## config.mk

```make
export PLATFORM = sky130hd
export DESIGN_NAME = xps2_rx
export DESIGN_NICKNAME = d
export VERILOG_FILES = /design/src/rtl/xps2_rx_pkg.sv /design/src/rtl/xps2_rx_fifo.sv /design/src/rtl/xps2_rx.sv
export SDC_FILE = /design/constraint.sdc
export NUM_CORES = 1
export LEC_CHECK = 0
export BUFFER_PORTS_ARGS = -buffer_cell sky130_fd_sc_hd__buf_2
export CAP_MARGIN = 0
export CORE_UTILIZATION = 50
export DETAILED_ROUTE_END_ITERATION = 12
export PLACE_DENSITY = 0.69
export SYNTH_ARGS = -nofsm -noshare
export SYNTH_HDL_FRONTEND = slang
export SYNTH_SLANG_ARGS = --single-unit
```

## constraint.sdc

```tcl
create_clock -name clk -period 4.24 [get_ports clk]
set_clock_uncertainty 0.15 [all_clocks]
set_input_delay 0.424 -clock clk [delete_from_list [all_inputs] [get_ports clk]]
set_output_delay 0.424 -clock clk [all_outputs]
set_load 0.01 [all_outputs]
```

## src/rtl/xps2_rx_pkg.sv

```systemverilog
// Shared constants and types for the PS/2 keyboard receiver peripheral.
package xps2_rx_pkg;

    localparam int unsigned DATA_W         = 32;
    localparam int unsigned BYTE_W         = 8;
    localparam int unsigned DATA_VALID_BIT = 8;

    // STATUS register bit positions
    localparam int unsigned ST_PERR    = 0;
    localparam int unsigned ST_FERR    = 1;
    localparam int unsigned ST_OVR     = 2;
    localparam int unsigned ST_CNT_LSB = 4;

    typedef enum logic [1:0] {
        IDLE = 2'd0,
        DATA = 2'd1,
        PAR  = 2'd2,
        STOP = 2'd3
    } rx_state_e;

endpackage

```

## src/rtl/xps2_rx_fifo.sv

```systemverilog
// Small synchronous FIFO holding received scan-code bytes; a push into a full
// FIFO is accepted only when a pop frees a slot in the same cycle.
module xps2_rx_fifo #(
    parameter int unsigned DEPTH_LOG = 2,
    parameter int unsigned W         = 8
) (
    input  logic                 clk,
    input  logic                 rst,
    input  logic                 push,
    input  logic                 pop,
    input  logic [W-1:0]         wdata,
    output logic [W-1:0]         head_c,
    output logic                 empty_c,
    output logic                 full_c,
    output logic                 drop_c,
    output logic [DEPTH_LOG:0]   count
);

    localparam int unsigned DEPTH = 1 << DEPTH_LOG;
    localparam int unsigned CNT_W = DEPTH_LOG + 1;

    logic [W-1:0]         mem [DEPTH];
    logic [DEPTH_LOG-1:0] wr_ptr;
    logic [DEPTH_LOG-1:0] rd_ptr;
    logic                 wr_en;
    logic                 rd_en;

    assign empty_c = (count == '0);
    assign full_c  = (count == CNT_W'(DEPTH));
    assign rd_en   = pop && !empty_c;
    assign wr_en   = push && (!full_c || rd_en);
    assign drop_c  = push && !wr_en;
    assign head_c  = mem[rd_ptr];

    always_ff @(posedge clk or negedge rst) begin
        if (!rst) begin
            wr_ptr <= '0;
            rd_ptr <= '0;
            count  <= '0;
        end else begin
            if (wr_en) wr_ptr <= wr_ptr + DEPTH_LOG'(1);
            if (rd_en) rd_ptr <= rd_ptr + DEPTH_LOG'(1);
            count <= count + CNT_W'(wr_en) - CNT_W'(rd_en);
        end
    end

    // Storage needs no reset: the head is masked by the consumer while empty.
    always_ff @(posedge clk) begin
        if (wr_en) mem[wr_ptr] <= wdata;
    end

endmodule

```

## src/rtl/xps2_rx.sv

```systemverilog
// PS/2 device-to-host receiver: sync/filter the lines, deserialise 11-bit frames,
// buffer bytes in a FIFO and expose DATA/STATUS registers to picoVersat.
module xps2_rx
    import xps2_rx_pkg::*;
#(
    parameter int unsigned FILTER_LEN     = 8,
    parameter int unsigned TIMEOUT_CYC    = 15000,
    parameter int unsigned FIFO_DEPTH_LOG = 2,
    parameter bit          PARITY_DROP    = 1'b0
) (
    input  logic              clk,
    input  logic              rst,
    input  logic              ps2_clk,
    input  logic              ps2_data,
    input  logic              sel,
    input  logic              we,
    input  logic              addr,
    input  logic [DATA_W-1:0] data_in,
    output logic [DATA_W-1:0] data_out,
    output logic              irq
);

    localparam int unsigned FCNT_W = $clog2(FILTER_LEN + 1);
    localparam int unsigned IDLE_W = $clog2(TIMEOUT_CYC + 1);
    localparam int unsigned BCNT_W = $clog2(BYTE_W);

    logic [1:0]        clk_sync, dat_sync;
    logic              clk_s, data_s;
    logic [FCNT_W-1:0] fcnt;
    logic              filt, flip_c, fall;

    rx_state_e         state_q, state_d;
    logic [BYTE_W-1:0] sh_q, sh_d;
    logic [BCNT_W-1:0] bit_cnt_q, bit_cnt_d;
    logic              acc_q, acc_d, perr_q, perr_d;
    logic [IDLE_W-1:0] idle_q, idle_d;
    logic              push_q, push_d, ferr_q, ferr_d;

    logic              perr_flag, ferr_flag, ovr_flag;
    logic [2:0]        clr_c;
    logic              fifo_push, fifo_pop, fifo_empty, fifo_full, fifo_drop;
    logic [BYTE_W-1:0] fifo_head;
    logic [FIFO_DEPTH_LOG:0] fifo_count;
    logic              unused_data_in;

    assign clk_s  = clk_sync[1];
    assign data_s = dat_sync[1];
    assign flip_c = (clk_s != filt) && (fcnt == FCNT_W'(FILTER_LEN - 1));

    // Idle-high lines reset to 1 so release never fakes a falling edge.
    always_ff @(posedge clk or negedge rst) begin
        if (!rst) begin
            clk_sync <= 2'b11;
            dat_sync <= 2'b11;
            filt     <= 1'b1;
            fcnt     <= '0;
            fall     <= 1'b0;
        end else begin
            clk_sync <= {clk_sync[0], ps2_clk};
            dat_sync <= {dat_sync[0], ps2_data};
            fall     <= flip_c && filt;
            if (clk_s == filt) begin
                fcnt <= '0;
            end else if (flip_c) begin
                filt <= clk_s;
                fcnt <= '0;
            end else begin
                fcnt <= fcnt + FCNT_W'(1);
            end
        end
    end

    always_ff @(posedge clk or negedge rst) begin
        if (!rst) begin
            state_q   <= IDLE;
            sh_q      <= '0;
            bit_cnt_q <= '0;
            acc_q     <= 1'b0;
            perr_q    <= 1'b0;
            idle_q    <= '0;
            push_q    <= 1'b0;
            ferr_q    <= 1'b0;
        end else begin
            state_q   <= state_d;
            sh_q      <= sh_d;
            bit_cnt_q <= bit_cnt_d;
            acc_q     <= acc_d;
            perr_q    <= perr_d;
            idle_q    <= idle_d;
            push_q    <= push_d;
            ferr_q    <= ferr_d;
        end
    end

    // Frame decoder; the mid-frame idle counter aborts stalled frames.
    always_comb begin
        state_d   = state_q;
        sh_d      = sh_q;
        bit_cnt_d = bit_cnt_q;
        acc_d     = acc_q;
        perr_d    = perr_q;
        idle_d    = '0;
        push_d    = 1'b0;
        ferr_d    = 1'b0;
        if (state_q != IDLE && !fall) begin
            if (idle_q == IDLE_W'(TIMEOUT_CYC - 1)) begin
                state_d = IDLE;
                ferr_d  = 1'b1;
            end else begin
                idle_d = idle_q + IDLE_W'(1);
            end
        end
        if (fall) begin
            unique case (state_q)
                IDLE: begin
                    if (!data_s) begin
                        state_d   = DATA;
                        bit_cnt_d = '0;
                        acc_d     = 1'b0;
                    end
                end
                DATA: begin
                    sh_d      = {data_s, sh_q[BYTE_W-1:1]};
                    acc_d     = acc_q ^ data_s;
                    bit_cnt_d = bit_cnt_q + BCNT_W'(1);
                    if (bit_cnt_q == BCNT_W'(BYTE_W - 1)) state_d = PAR;
                end
                PAR: begin
                    perr_d  = ~(acc_q ^ data_s);
                    state_d = STOP;
                end
                STOP: begin
                    state_d = IDLE;
                    if (data_s) push_d = 1'b1;
                    else        ferr_d = 1'b1;
                end
                default: state_d = IDLE;
            endcase
        end
    end

    assign fifo_push = push_q && !(PARITY_DROP && perr_q);
    assign fifo_pop  = sel && !we && !addr;

    xps2_rx_fifo #(
        .DEPTH_LOG (FIFO_DEPTH_LOG),
        .W         (BYTE_W)
    ) u_fifo (
        .clk     (clk),
        .rst     (rst),
        .push    (fifo_push),
        .pop     (fifo_pop),
        .wdata   (sh_q),
        .head_c  (fifo_head),
        .empty_c (fifo_empty),
        .full_c  (fifo_full),
        .drop_c  (fifo_drop),
        .count   (fifo_count)
    );

    // Sticky flags: write-1-to-clear, a same-cycle set takes priority.
    assign clr_c          = (sel && we && addr) ? data_in[2:0] : 3'b000;
    assign unused_data_in = ^{data_in[DATA_W-1:3], fifo_full};

    always_ff @(posedge clk or negedge rst) begin
        if (!rst) begin
            perr_flag <= 1'b0;
            ferr_flag <= 1'b0;
            ovr_flag  <= 1'b0;
            irq       <= 1'b0;
        end else begin
            perr_flag <= (perr_flag && !clr_c[ST_PERR]) || (push_q && perr_q);
            ferr_flag <= (ferr_flag && !clr_c[ST_FERR]) || ferr_q;
            ovr_flag  <= (ovr_flag  && !clr_c[ST_OVR])  || fifo_drop;
            irq       <= !fifo_empty;
        end
    end

    always_comb begin
        data_out = '0;
        if (sel && !we) begin
            if (!addr) begin
                data_out[DATA_VALID_BIT] = !fifo_empty;
                data_out[BYTE_W-1:0]     = fifo_empty ? '0 : fifo_head;
            end else begin
                data_out[ST_CNT_LSB +: FIFO_DEPTH_LOG + 1] = fifo_count;
                data_out[ST_OVR]  = ovr_flag;
                data_out[ST_FERR] = ferr_flag;
                data_out[ST_PERR] = perr_flag;
            end
        end
    end

endmodule
```

Yosys cells after proc, flatten, opt, wreduce, memory -nomap -nowiden
Memory sizes are Yosys's and may differ from the RTL's.
Index checks and enable logic that the tools add are counted.

word-level totals
  memories kept = 1
  register bits after elaboration = 52
  output and inout port bits = 33
  memory bits (writable) = 32
  input bits = 39
  memory bits (read-only) = 0
  bits in latches = 0
  logic and storage cells = 107

cells by class
  reductions and logical operators = 35
  add/subtract/negate cells = 7
  muxes and demuxes = 31
  order comparisons = 0
  shift-type cells = 0
  bitwise gates (word level) = 3
  equal/unequal tests = 10
  $mul = 0
  divide/modulo/power cells = 0

memories
  name        depth  width  rd ports  clocked after memory_dff  write ports  line                text
  u_fifo.mem  4      8      1         0                         1            xps2_rx_fifo.sv:22  logic [W-1:0] mem [DEPTH];

operators by type and width
  kind                     number
  $mux W14                 2
  $add A14 B1 Y14 const B  1
  $eq A14 B14 Y1 const B   1
  $logic_and A1 B1 Y1      14
  $mux W1                  12
  $mux W2                  6
  $mux W3                  4
  $logic_not A1 Y1         9
  $mux W9                  1
  $mux W4                  2
  $mux W8                  1
  $pmux W2 S4              1
  $eq A3 B3 Y1 const B     2
  $pmux W3 S2              1
  $reduce_and A2 Y1        3
  $add A2 B1 Y2 const B    2
  $add A4 B1 Y4 const B    1
  $eq A2 B2 Y1 const B     2
  $eq A4 B3 Y1 const B     1
  $logic_or A1 B1 Y1       4
  $reduce_bool A2 Y1       2
  $add A3 B1 Y3            1
  $add A3 B1 Y3 const B    1
  $logic_not A3 Y1         1
  other kinds (10)         11

Longest topological paths before layout
Gate-level depths: netlist (run 1).

  depth in word-level cells = 9
  mapped depth = 9

Modules after synthesis
A second synthesis (run 1) with hierarchy kept.

second synthesis, totals
  cells, all modules = 282
  area, all modules = 3,806.2 µm²

by module, submodules not included
  module        instances  cells an instance  area each (µm²)
  xps2_rx       1          204                2,204.6
  xps2_rx_fifo  1          78                 1,601.5

Worst setup path before layout (run 1)
Ideal clock, no wire load.

  path kind = input-to-reg
  from = input port addr
  to = register u_fifo.count[2]
  slack = 1.738 ns
  cell stages on the path = 9
  path buffers = 1
  library setup time = 0.126 ns
  data arrival time = 2.226 ns
  required time = 3.964 ns
  path through = or3b_2 -> nor2b_1 -> buf_4 -> ha_1 -> inv_1 -> ha_1 -> fa_1 -> xor2_1 -> xnor2_1

on the way
  longest elaborated chain between the ends = 7

ends and longest elaborated chain
  what                   line                text
  from (decl)            xps2_rx.sv:17       input logic addr,
  $logic_not A1 Y1 *     n/a
  $logic_and A1 B1 Y1 *  xps2_rx.sv:143      assign fifo_pop = sel && !we && !addr;
  $logic_and A1 B1 Y1 *  xps2_rx_fifo.sv:30  assign rd_en = pop && !empty_c;
  via u_fifo.rd_en       xps2_rx_fifo.sv:26  logic rd_en;
  $logic_or A1 B1 Y1     xps2_rx_fifo.sv:31  assign wr_en = push && (!full_c || rd_en);
  $logic_and A1 B1 Y1    xps2_rx_fifo.sv:31
  $add A3 B1 Y3          xps2_rx_fifo.sv:43  count <= count + CNT_W'(wr_en) - CNT_W'(rd_en);
  $sub A3 B1 Y3 *        xps2_rx_fifo.sv:43
  to (signal assigned)   xps2_rx_fifo.sv:43
  to (decl)              xps2_rx_fifo.sv:16  output logic [DEPTH_LOG:0] count

The timed path passes the listed nets; every way through them passes the cells marked *.
A chain may end at the register's enable or synchronous reset.

Worst setup path in the final report (run 1)
  from = register u_fifo.rd_ptr[0]
  to = output port data_out[6]

on the way
  longest elaborated chain between the ends = 4

ends and longest elaborated chain
  what                    line                text
  from (decl)             xps2_rx_fifo.sv:24  logic [DEPTH_LOG-1:0] rd_ptr;
  from (signal assigned)  xps2_rx_fifo.sv:42  if (rd_en) rd_ptr <= rd_ptr + DEPTH_LOG'(1);
  $mem_v2 Z4 W8           n/a
  $mux W8                 xps2_rx.sv:184      data_out[BYTE_W-1:0] = fifo_empty ? '0 : fifo_head;
  $mux W3                 xps2_rx.sv:182      if (!addr) begin
  $mux W9                 xps2_rx.sv:181      if (sel && !we) begin
  to (decl)               xps2_rx.sv:19       output logic [DATA_W-1:0] data_out,

Every way passes these cells.

==> summary.txt, run 1 <==
Timing
  • Max Fclk: about 380 MHz
  • Final TNS setup: 0 ns
  • Worst setup margin: approximately 1.6 ns
  • Worst rel slew slack: 0.6028
  • RSZ-0062 raised after global routing: false
  • Final min period: 2.651 ns
  • Tcrit/Tclk final: 0.6252
  • Endpoints failing setup: 0
  • Actual slew at the worst max-slew pin: approximately 0.6 ns
  • Final Hold Fails: 0
  • Slew Limit Fails: 0
  • Final Hold Slack: slightly below 0.2 ns

Clocking
  • TritonCTS clock tree: yes
  • CTS Buffer Depth: 2
  • Sink Count: 84
  • Clk slew on worst S/H paths: roughly 0.080 ns
  • Clk root buf: clkbuf_8
  • Htree depth: 3
  • Clk Latency, worst-skew pair: about 0.35 ns
  • CTS Buf Count: 9

Synth
  • EDFF count, synth: 32
  • Part of the Yosys area used for sequential elements: 0.6037
  • Count leader, synth: dfrtp_1
  • Post-synth ARST share: 0.6190
  • Synth warn: 0
  • Mean area per synthesized cell: 13.28 um2
  • Top cells by area, synth: dfrtp_1 31%, edfxtp_1 26%, buf_4 4.8%, mux4_2 4.8%, dfstp_2 3.5%
  • Yosys top cell by area: dfrtp_1
  • Yosys top cell area share: 0.3130
  • Mapped Cells: about 280
  • Top post-synthesis cells by count: 47 x dfrtp_1, 32 x edfxtp_1, 24 x buf_4, 24 x nor2_1, 17 x nand2_1
  • Yosys cell types: 43
  • Netlist Area Pre-Place: between 3000 and 4000 um2
  • Ys flop type: dfrtp_1
  • FF+latch count, synth: 84

GRT
  • Vias in the first global route: slightly below 2000
  • First-pass GRT wire length: a little over 9 mm
  • Congestion Overflow GR: 0
  • Initial antenna violation count: 0
  • Largest net degree at the start of global routing: 42
  • Gr usage total: 0.1633

Power and ir drop
  • Net Sw Power: roughly 0.34 mW
  • Combinational fraction of design power: 0.041
  • Clock Power Share: 0.399
  • PwrDens: 379.2 nW/um2
  • Seq pwr share: 0.559
  • Max VDD drop: roughly 0.27 mV
  • Leak: 1.726 nW
  • Internal: about 1.2 mW
  • Switching share of total power: 0.2178
  • Tot Pwr: around 1.6 mW

Route
  • DRT antenna net count: 0
  • First drt pass iteration count: 4
  • Vias: between 2000 and 2500
  • Initial drt markers: between 80 and 90
  • Routed wire length per instance: between 10 and 15 um
  • DRC violations left: 0
  • Routed wire length: about 5.7 mm
  • Avg Vias per Cell: approximately 5.0

Worst setup path
  • CP max stage delay: around 0.73 ns
  • Startpoint types: register
  • Crit path DAT: approximately 2.1 ns
  • CP Data Required Time: approximately 3.7 ns
  • Slowest cell on crit path: dfrtp_1
  • CP endpoint kind: output pin
  • Worst Path Max Fanout: 10
  • Critical Path, Cell by Cell: mux4_2 -> a22o_1 -> buf_2
  • Worst setup path class: reg2out

Placement
  • Dpl ws: ~1.7 ns
  • DPL Wire Length: between 3 and 4 mm
  • Inst Count DP: approximately 400
  • Gpl congestion: between 0.7 and 0.8
  • Port bufs: 19
  • Dpl cell area: about 3900 um2

Worst hold path
  • Hold Path Class: in2reg

Cells and area
  • Final instance area: roughly 4100 um2
  • Post-route insts no fill: 414
  • NumNets Final: 360
  • Filler cell count: ~610
  • Fraction of layout cells with a size suffix above 1: 0.2063
  • P&R area growth vs syn: 9.524%
  • Ant diodes: 0
  • Post-layout util: 0.5674

Run status
  • Status: complete, no violations

Die
  • Die X: ~90 um
  • Die ar.: approximately 7900 um2
  • Number of placement rows: 31
  • Starting density of the core: 0.5180
  • Die Y: 88.69 um
  • Core Area: around 7300 um2
  • Boundary pin count: between 70 and 80

Flow run
  • Max_cap viols: 0
## state kept, by name (all words and copies together), names as in the netlist, 2 cells and up
name	count
idle_q	14
sh_q	8
u_fifo.rd_ptr	2
u_fifo.mem	32
fcnt	4
u_fifo.wr_ptr	2
clk_sync	2
u_fifo.count	3
state_q	2
dat_sync	2
bit_cnt_q	3
## repair_timing
item | 4_1_cts | 5_1_grt
setup buffers | 0 | 0
hold endpoints to repair | 13 | 0
gates resized for setup | 0 | 0
hold buffers | 3 | 0
setup endpoints to repair | 0 | 0
## final timing paths
kind | from | slack (ns) | cells past startpoint | endpoint
setup reg to reg | u_fifo.count[2] | 1.78 | 8 | u_fifo.count[2]
hold / removal | data_in[1] | 0.19 | 3 | ferr_flag
min in group asynchronous | rst | 0.35 | 2 | u_fifo.count[1]
max in group asynchronous | rst | 2.76 | 3 | dat_sync[0]
setup / recovery | u_fifo.rd_ptr[0] | 1.59 | 3 | data_out[6]
hold reg to reg | clk_sync[0] | 0.21 | 0 | clk_sync[1]
## cell families after synthesis
group | Yosys count | synth area share
AO/OA/AOI/OAI | 24 | 0.05128
XOR/XNOR | 20 | 0.04662
adder cells (fa/ha/maj) | 11 | 0.03863
buffers and inverters | 43 | 0.06960
flip-flops | 84 | 0.6037
multiplexers | 18 | 0.07726
other | 1 | 0.0009980
AND/OR/NAND/NOR | 82 | 0.1119
## power by group through the flow
stage,sequential (mW),combinational [mW],clock (mW)
finish,0.873,0.0641,0.623
global route,0.876,0.0740,0.672
CTS,0.873,0.0658,0.644
detailed placement,0.890,0.0637,0
global placement,0.889,0.0612,0
floorplan,0.887,0.0582,0
## critical path, delay by kind of cell, from the launching register on
kind	cells	cell delay [ns]
DFF	1	0.73
muxes	1	0.60
AOI/OAI and AO/OA	1	0.25
buffers and inverters	1	0.14
## layout by cell type (no fill, tap or decap), drive strengths merged, types with 3 or more instances in the layout
master and instances:
dfrtp 47, edfxtp 32, nor2 24, conb 23, buf 21, nand2 18, xnor2 15, inv 14
nand3 10, ha 10, o21ai 9, clkbuf 9, mux4 8, a22o 8, mux2 8, and2 6
xor2 5, dfstp 5, nor2b 4, nor4 4, clkinv 4, nor3 3, dlygate4sd3 3
## metal layers
metal  global-route usage  wire (um)
met5                    0          0
met4              0.06598         82
met3              0.05317        198
met2               0.2517       2757
met1               0.2151       2706
## layout make-up
type / count / area [um2] / share of cell area
Clock buffer: 9 / 123.9 / 0.03010
Timing Repair Buffer: 24 / 140.1 / 0.03405
Tap cell: 99 / 123.9 / 0.03010
Clock inverter: 7 / 100.1 / 0.02432
Inverter: 13 / 48.80 / 0.01186
Multi-Input combinational cell: 178 / 1310 / 0.3183
Sequential cell: 84 / 2268 / 0.5512
Power figures use the tool's default switching activity.
==> run 2, diff against run 1 <==
Settings changed: PLACE_DENSITY 0.69 to 0.72.
Clock period 4.24 ns to 2.2 ns, I/O delays scaled along.
==> run 2 against run 1 <==
Compared with the run above:
- the run now ends with negative setup slack left
- worst setup slack worse by 1.6 ns
- critical path depth is 5 higher
- final cell count is 4.3% higher
- highest routed layer unchanged
- non-clock buffer count is 18 higher
- register-to-register slack worse by 1.8 ns
- count of clock-buffer cells in the layout is 2 higher
- total power is 99% higher
- utilization is 3.9 points higher
- critical endpoint is now u_fifo.count[2]
==> summary.txt, run 2 (same netlist as run 1, synthesis figures left out) <==
Run status
  • Status: complete, but fails checks
  • Failing checks: negative setup slack

Placement
  • Gpl congestion: about 0.77
  • Port bufs: 19
  • Dpl ws: -0.06561 ns
  • DPL Wire Length: about 4.1 mm

Cells and area
  • Max FFs per register: 32
  • Filler cell count: 568
  • Reg with most FFs: u_fifo.mem
  • P&R area growth vs syn: 17.12%
  • Fraction of layout cells with a size suffix above 1: 0.2583
  • Most frequent cells in the layout: 47 x dfrtp_1, 32 x edfxtp_1, 24 x nor2_1, 23 x conb_1, 19 x buf_2
  • Top flop regs: u_fifo.mem (32), idle_q (14), sh_q (8)
  • Most common cell after layout, fill and taps aside: dfrtp_1
  • Ant diodes: 0
  • Post-layout util: 0.6067
  • NumNets Final: approximately 380

Route
  • Avg Vias per Cell: 4.921
  • DRT antenna net count: 0
  • Initial drt markers: 66
  • First drt pass iteration count: 4
  • Routed wire length: just under 6 mm
  • Vias: ~2100
  • DRC violations left: 0
  • Routed wire length per instance: ~14 um

Timing
  • Worst rel slew slack: 0.6465
  • Final TNS setup: -0.03407 ns
  • Final Hold Fails: 0
  • Endpoints failing setup: 1
  • Worst setup margin: -0.03407 ns
  • Max Fclk: about 450 MHz
  • Tcrit/Tclk final: 1.015
  • Slew Limit Fails: 0
  • RSZ-0062 raised after global routing: true
  • Final min period: approximately 2.2 ns
  • Actual slew at the worst max-slew pin: 0.5302 ns

Power and ir drop
  • Tot Pwr: slightly above 3 mW
  • Max VDD drop: ~0.32 mV
  • PwrDens: a little over 700 nW/um2
  • Leak: 1.820 nW

Clocking
  • Sink Count: 84
  • Clk root buf: clkbuf_8
  • CTS Buf Count: 9
  • CTS Buffer Depth: 2
  • TritonCTS clock tree: yes
  • Clk slew on worst S/H paths: around 0.08 ns
  • Htree depth: 3
  • Clk Latency, worst-skew pair: 0.35 ns

Die
  • Starting density of the core: 0.5180
  • Boundary pin count: 72
  • Die ar.: 7865 um2
  • Die Y: between 80 and 90 um
  • Number of placement rows: 31
  • Core Area: a little over 7000 um2
  • Die X: slightly below 90 um

GRT
  • Congestion Overflow GR: 0
  • Gr usage total: 0.1717
  • First-pass GRT wire length: between 9 and 10 mm
  • Met3 usage: 0.06157
  • Initial antenna violation count: 0
  • GRT Max-Usage Layer: met2
  • Met1 global-route usage: 0.2219
  • GRT met2 Usage: 0.2734
  • Vias in the first global route: ~2000
  • Largest net degree at the start of global routing: 34

Worst setup path
  • Startpoint types: register
  • Critical Path, Cell by Cell: or3_4 -> nor2b_4 -> ha_4 -> inv_2 -> ha_4 -> fa_2 -> xor2_1 -> xnor2_1
  • CP delay by family, top: adder cells
  • R2r worst-path depth: 8
  • CP max stage delay: roughly 0.4 ns
  • Reg2reg end: u_fifo.count[2]
  • Reg-to-reg startpoint: u_fifo.count[1]
  • Slowest cell on crit path: dfrtp_1
  • CP Data Required Time: about 2.3 ns
  • Worst Path Max Fanout: 2
  • CP endpoint kind: register
  • Crit path DAT: between 2 and 2.5 ns
  • Worst setup path class: reg2reg
  • CP most frequent cell: ha_4
  • Buf+Inv Stages, Crit Path: 1
  • FF-to-FF setup slack: -0.03 ns

Flow run
  • Max_cap viols: 0

Worst hold path
  • Hold Path Sink: perr_flag
  • Hold Path Class: in2reg
  • HP Start: data_in[0]
  • Hold Path Depth: 3
[run 2: cell types whose count changed in the layout (fill, tap and decap cells not counted), moves of 2 or more]
cell and delta:
ha_1 -2, ha_4 +2, buf_4 +9, buf_12 +7, clkinv_4 -3, dlygate4sd3_1 +2
[run 2: how the worst max path moves through the flow]
stage	startpoint	to	cells past startpoint
after floorplan	u_fifo.count[2]	u_fifo.count[2]	9
after global placement	addr	u_fifo.count[2]	9
after detailed placement	u_fifo.count[0]	u_fifo.count[2]	8
after CTS	u_fifo.count[1]	u_fifo.count[2]	8
after global routing	u_fifo.count[1]	u_fifo.count[2]	8
final	u_fifo.count[1]	u_fifo.count[2]	8
[run 2: area by class of cell]
| class | instances | area [um2] | area share |
|---|---|---|---|
| clock buffers | 11 | 141.4 | 0.03213 |
| well taps | 99 | 123.9 | 0.02815 |
| repair buffers | 42 | 367.9 | 0.08359 |
| clock inverters | 5 | 100.1 | 0.02275 |
| inverters | 13 | 48.80 | 0.01109 |
| flip-flops and latches | 84 | 2268 | 0.5155 |
| multi-input cells | 178 | 1350 | 0.3068 |
[run 2: routing by layer]
metal | part of all wire | wire, um
met1 | 0.48 | 2826
met2 | 0.47 | 2772
met5 | 0 | 0
met4 | 0.0076 | 45
met3 | 0.042 | 248
[run 2: metrics by stage]
stage | hold slack [ns] | cell area [um2] | instances
final | 0.02390 | 4400 | 432
after CTS | 0.01362 | 4388 | 431
after global routing | 0.03847 | 4400 | 432
after global placement | 0.07599 | 4096 | 410
after detailed placement | 0.07684 | 4096 | 410
after floorplan | -0.2256 | 3879 | 305
[run 2: timing repair]
item | in CTS | in global routing
setup buffers | 0 | 1
gates resized for setup | 0 | 1
pin swaps | 2 | 0
hold buffers | 5 | 0
setup endpoints to repair | 1 | 7
hold endpoints to repair | 21 | 0
[run 2: tightest hold or removal path, delay by kind of cell]
| kind | cells | cell delay [ns] |
|---|---|---|
| AOI/OAI and AO/OA | 1 | 0.11 |
| buffers and inverters | 1 | 0.09 |
| and+or+nand+nor | 1 | 0.05 |
[run 2: power by group]
group	leakage, nW	switching, mW	internal, mW
Clock	0.123	0.512	0.782
Combinational	0.693	0.0766	0.0569
Sequential	1.00	0.0258	1.66
Total	1.82	0.615	2.50
==> run 3, diff against run 2 <==
Settings changed: CORE_MARGIN set to 2, CTS_CLUSTER_SIZE set to 30.
==> run 3 against run 2 <==
Compared with the run above:
- the run still ends with negative setup slack left
- final area down 0.94%
- total power down 8.4%
- worst setup slack better by 0.00090 ns
- combinational power about the same
- sequential power about the same
- final cell count unchanged
- sequential share of layout area up 0.52 points
- largest power group unchanged
==> summary.txt, run 3 (same netlist as run 1, synthesis figures left out) <==
Worst setup path
  • CP most frequent cell: ha_4
  • Crit path DAT: between 2 and 2.5 ns
  • Buf+Inv Stages, Crit Path: 1
  • Slowest cell on crit path: or3_4
  • CP Data Required Time: 2.27 ns
  • CP max stage delay: 0.39 ns
  • CP endpoint kind: register
  • FF-to-FF setup slack: -0.03 ns
  • Worst Path Max Fanout: 2
  • CP delay by family, top: adder cells
  • Critical Path, Cell by Cell: or3_4 -> nor2b_4 -> ha_4 -> inv_2 -> ha_4 -> fa_2 -> xor2_1 -> xnor2_1
  • Startpoint types: register
  • Worst setup path class: reg2reg

Power and ir drop
  • PwrDens: between 600 and 700 nW/um2
  • Max VDD drop: ~0.26 mV
  • Leak: about 1.8 nW
  • Tot Pwr: approximately 2.8 mW

GRT
  • Congestion Overflow GR: 0
  • Vias in the first global route: 2229
  • First-pass GRT wire length: about 11 mm
  • Gr usage total: 0.1655
  • Largest net degree at the start of global routing: 34
  • Initial antenna violation count: 0

Route
  • Routed wire length per instance: about 14 um
  • First drt pass iteration count: 4
  • Routed wire length: 6.163 mm
  • Avg Vias per Cell: around 5.0
  • Vias: around 2200
  • Initial drt markers: 151
  • DRC violations left: 0
  • DRT antenna net count: 0

Clocking
  • Sink Count: 84
  • Clk root buf: clkbuf_8
  • CTS Buffer Depth: 2
  • CTS Buf Count: 9
  • Htree depth: 3
  • TritonCTS clock tree: yes
  • Clk Latency, worst-skew pair: 0.34 ns
  • Clk slew on worst S/H paths: about 0.09 ns

Placement
  • Gpl congestion: around 0.79
  • DPL Wire Length: approximately 4.2 mm
  • Port bufs: 19
  • Dpl cell area: between 4000 and 5000 um2
  • Inst Count DP: about 410
  • Dpl ws: -0.08809 ns

Timing
  • Actual slew at the worst max-slew pin: around 0.54 ns
  • Worst rel slew slack: 0.6395
  • Endpoints failing setup: 1
  • Tcrit/Tclk final: 1.015
  • Slew Limit Fails: 0
  • RSZ-0062 raised after global routing: true
  • Final min period: roughly 2.2 ns
  • Max Fclk: roughly 450 MHz
  • Final Hold Fails: 0
  • Worst setup margin: -0.03317 ns

Run status
  • Status: complete, but fails checks
  • Failing checks: negative setup slack

Worst hold path
  • Hold Path Class: in2reg

Cells and area
  • P&R area growth vs syn: 16.02%
  • Final instance area: 4359 um2
  • Fraction of layout cells with a size suffix above 1: 0.2613
  • Most common cell after layout, fill and taps aside: dfrtp_1
  • Max FFs per register: 32
  • Reg with most FFs: u_fifo.mem
  • Ant diodes: 0
  • Top flop regs: u_fifo.mem (32), idle_q (14), sh_q (8)
  • Post-route insts no fill: 432
  • NumNets Final: between 300 and 400
  • Most frequent cells in the layout: 46 x dfrtp_1, 32 x edfxtp_1, 24 x nor2_1, 23 x conb_1, 19 x buf_2

Die
  • Core Area: between 7000 and 8000 um2
  • Die ar.: roughly 8000 um2
  • Die Y: 90.69 um
  • Starting density of the core: 0.5180
  • Boundary pin count: 72
  • Number of placement rows: 31
  • Die X: between 90 and 100 um

Flow run
  • Max_cap viols: 0
## run 3: final timing paths
| path | to | depth (start not counted) | start |
|---|---|---|---|
| worst max register to register | u_fifo.count[2] | 8 | u_fifo.count[1] |
| worst min register to register | clk_sync[1] | 0 | clk_sync[0] |
| min in group asynchronous | u_fifo.count[0] | 2 | rst |
| worst min-delay path | ovr_flag | 4 | data_in[2] |
| worst max-delay path | u_fifo.count[2] | 8 | u_fifo.count[1] |
| max in group asynchronous | filt | 3 | rst |
## run 3: repair_timing
| item | 4_1_cts | 5_1_grt |
|---|---|---|
| gates resized for setup | 1 | 1 |
| endpoints found under the hold margin | 20 | 0 |
| hold buffers | 4 | 0 |
| endpoints found under the setup margin | 2 | 5 |
| gates cloned | 0 | 1 |
| buffers inserted | 1 | 1 |
| pin swaps | 3 | 1 |
## run 3: worst reg2reg max path, cell delays in order, from the launching register on
cell and delay, ns:
dfrtp_1 0.38, or3_4 0.39, nor2b_4 0.15, ha_4 0.25, inv_2 0.03, ha_4 0.14, fa_2 0.33, xor2_1 0.16
xnor2_1 0.13
## run 3: area by class of cell
type,instances,area (um2)
Clock buffer,11,131.4
Clock inverter,5,52.55
Fill cell,560,2894
Inverter,13,48.80
Multi-Input combinational cell,178,1350
Sequential cell,84,2270
Tap cell,99,123.9
Timing Repair Buffer,42,382.9
## run 3: layer usage
layer	track usage	routed length (um)	part of all wire
met5	0	0	0
met4	0.04872	76	0.012
met3	0.04424	289	0.047
met2	0.2519	2887	0.47
met1	0.2353	2910	0.47
## run 3: through the flow
| step | utilization | TNS, ns | hold WS (ns) |
|---|---|---|---|
| floorplan | - | -0.1994 | -0.2256 |
| global placement | 0.5637 | -0.04513 | 0.07651 |
| detailed placement | 0.5637 | -0.08809 | 0.08572 |
| CTS | 0.5963 | -0.03260 | 0.009764 |
| global route | 0.6010 | -0.1529 | 0.01526 |
| finish | 0.6010 | -0.03317 | 0.01777 |
## run 3: power by group
part           switching [mW]  internal [mW]  total [mW]
clock                   0.509          0.523        1.03
sequential             0.0265           1.66        1.68
combinational          0.0770         0.0560       0.133
total                   0.613           2.24        2.85
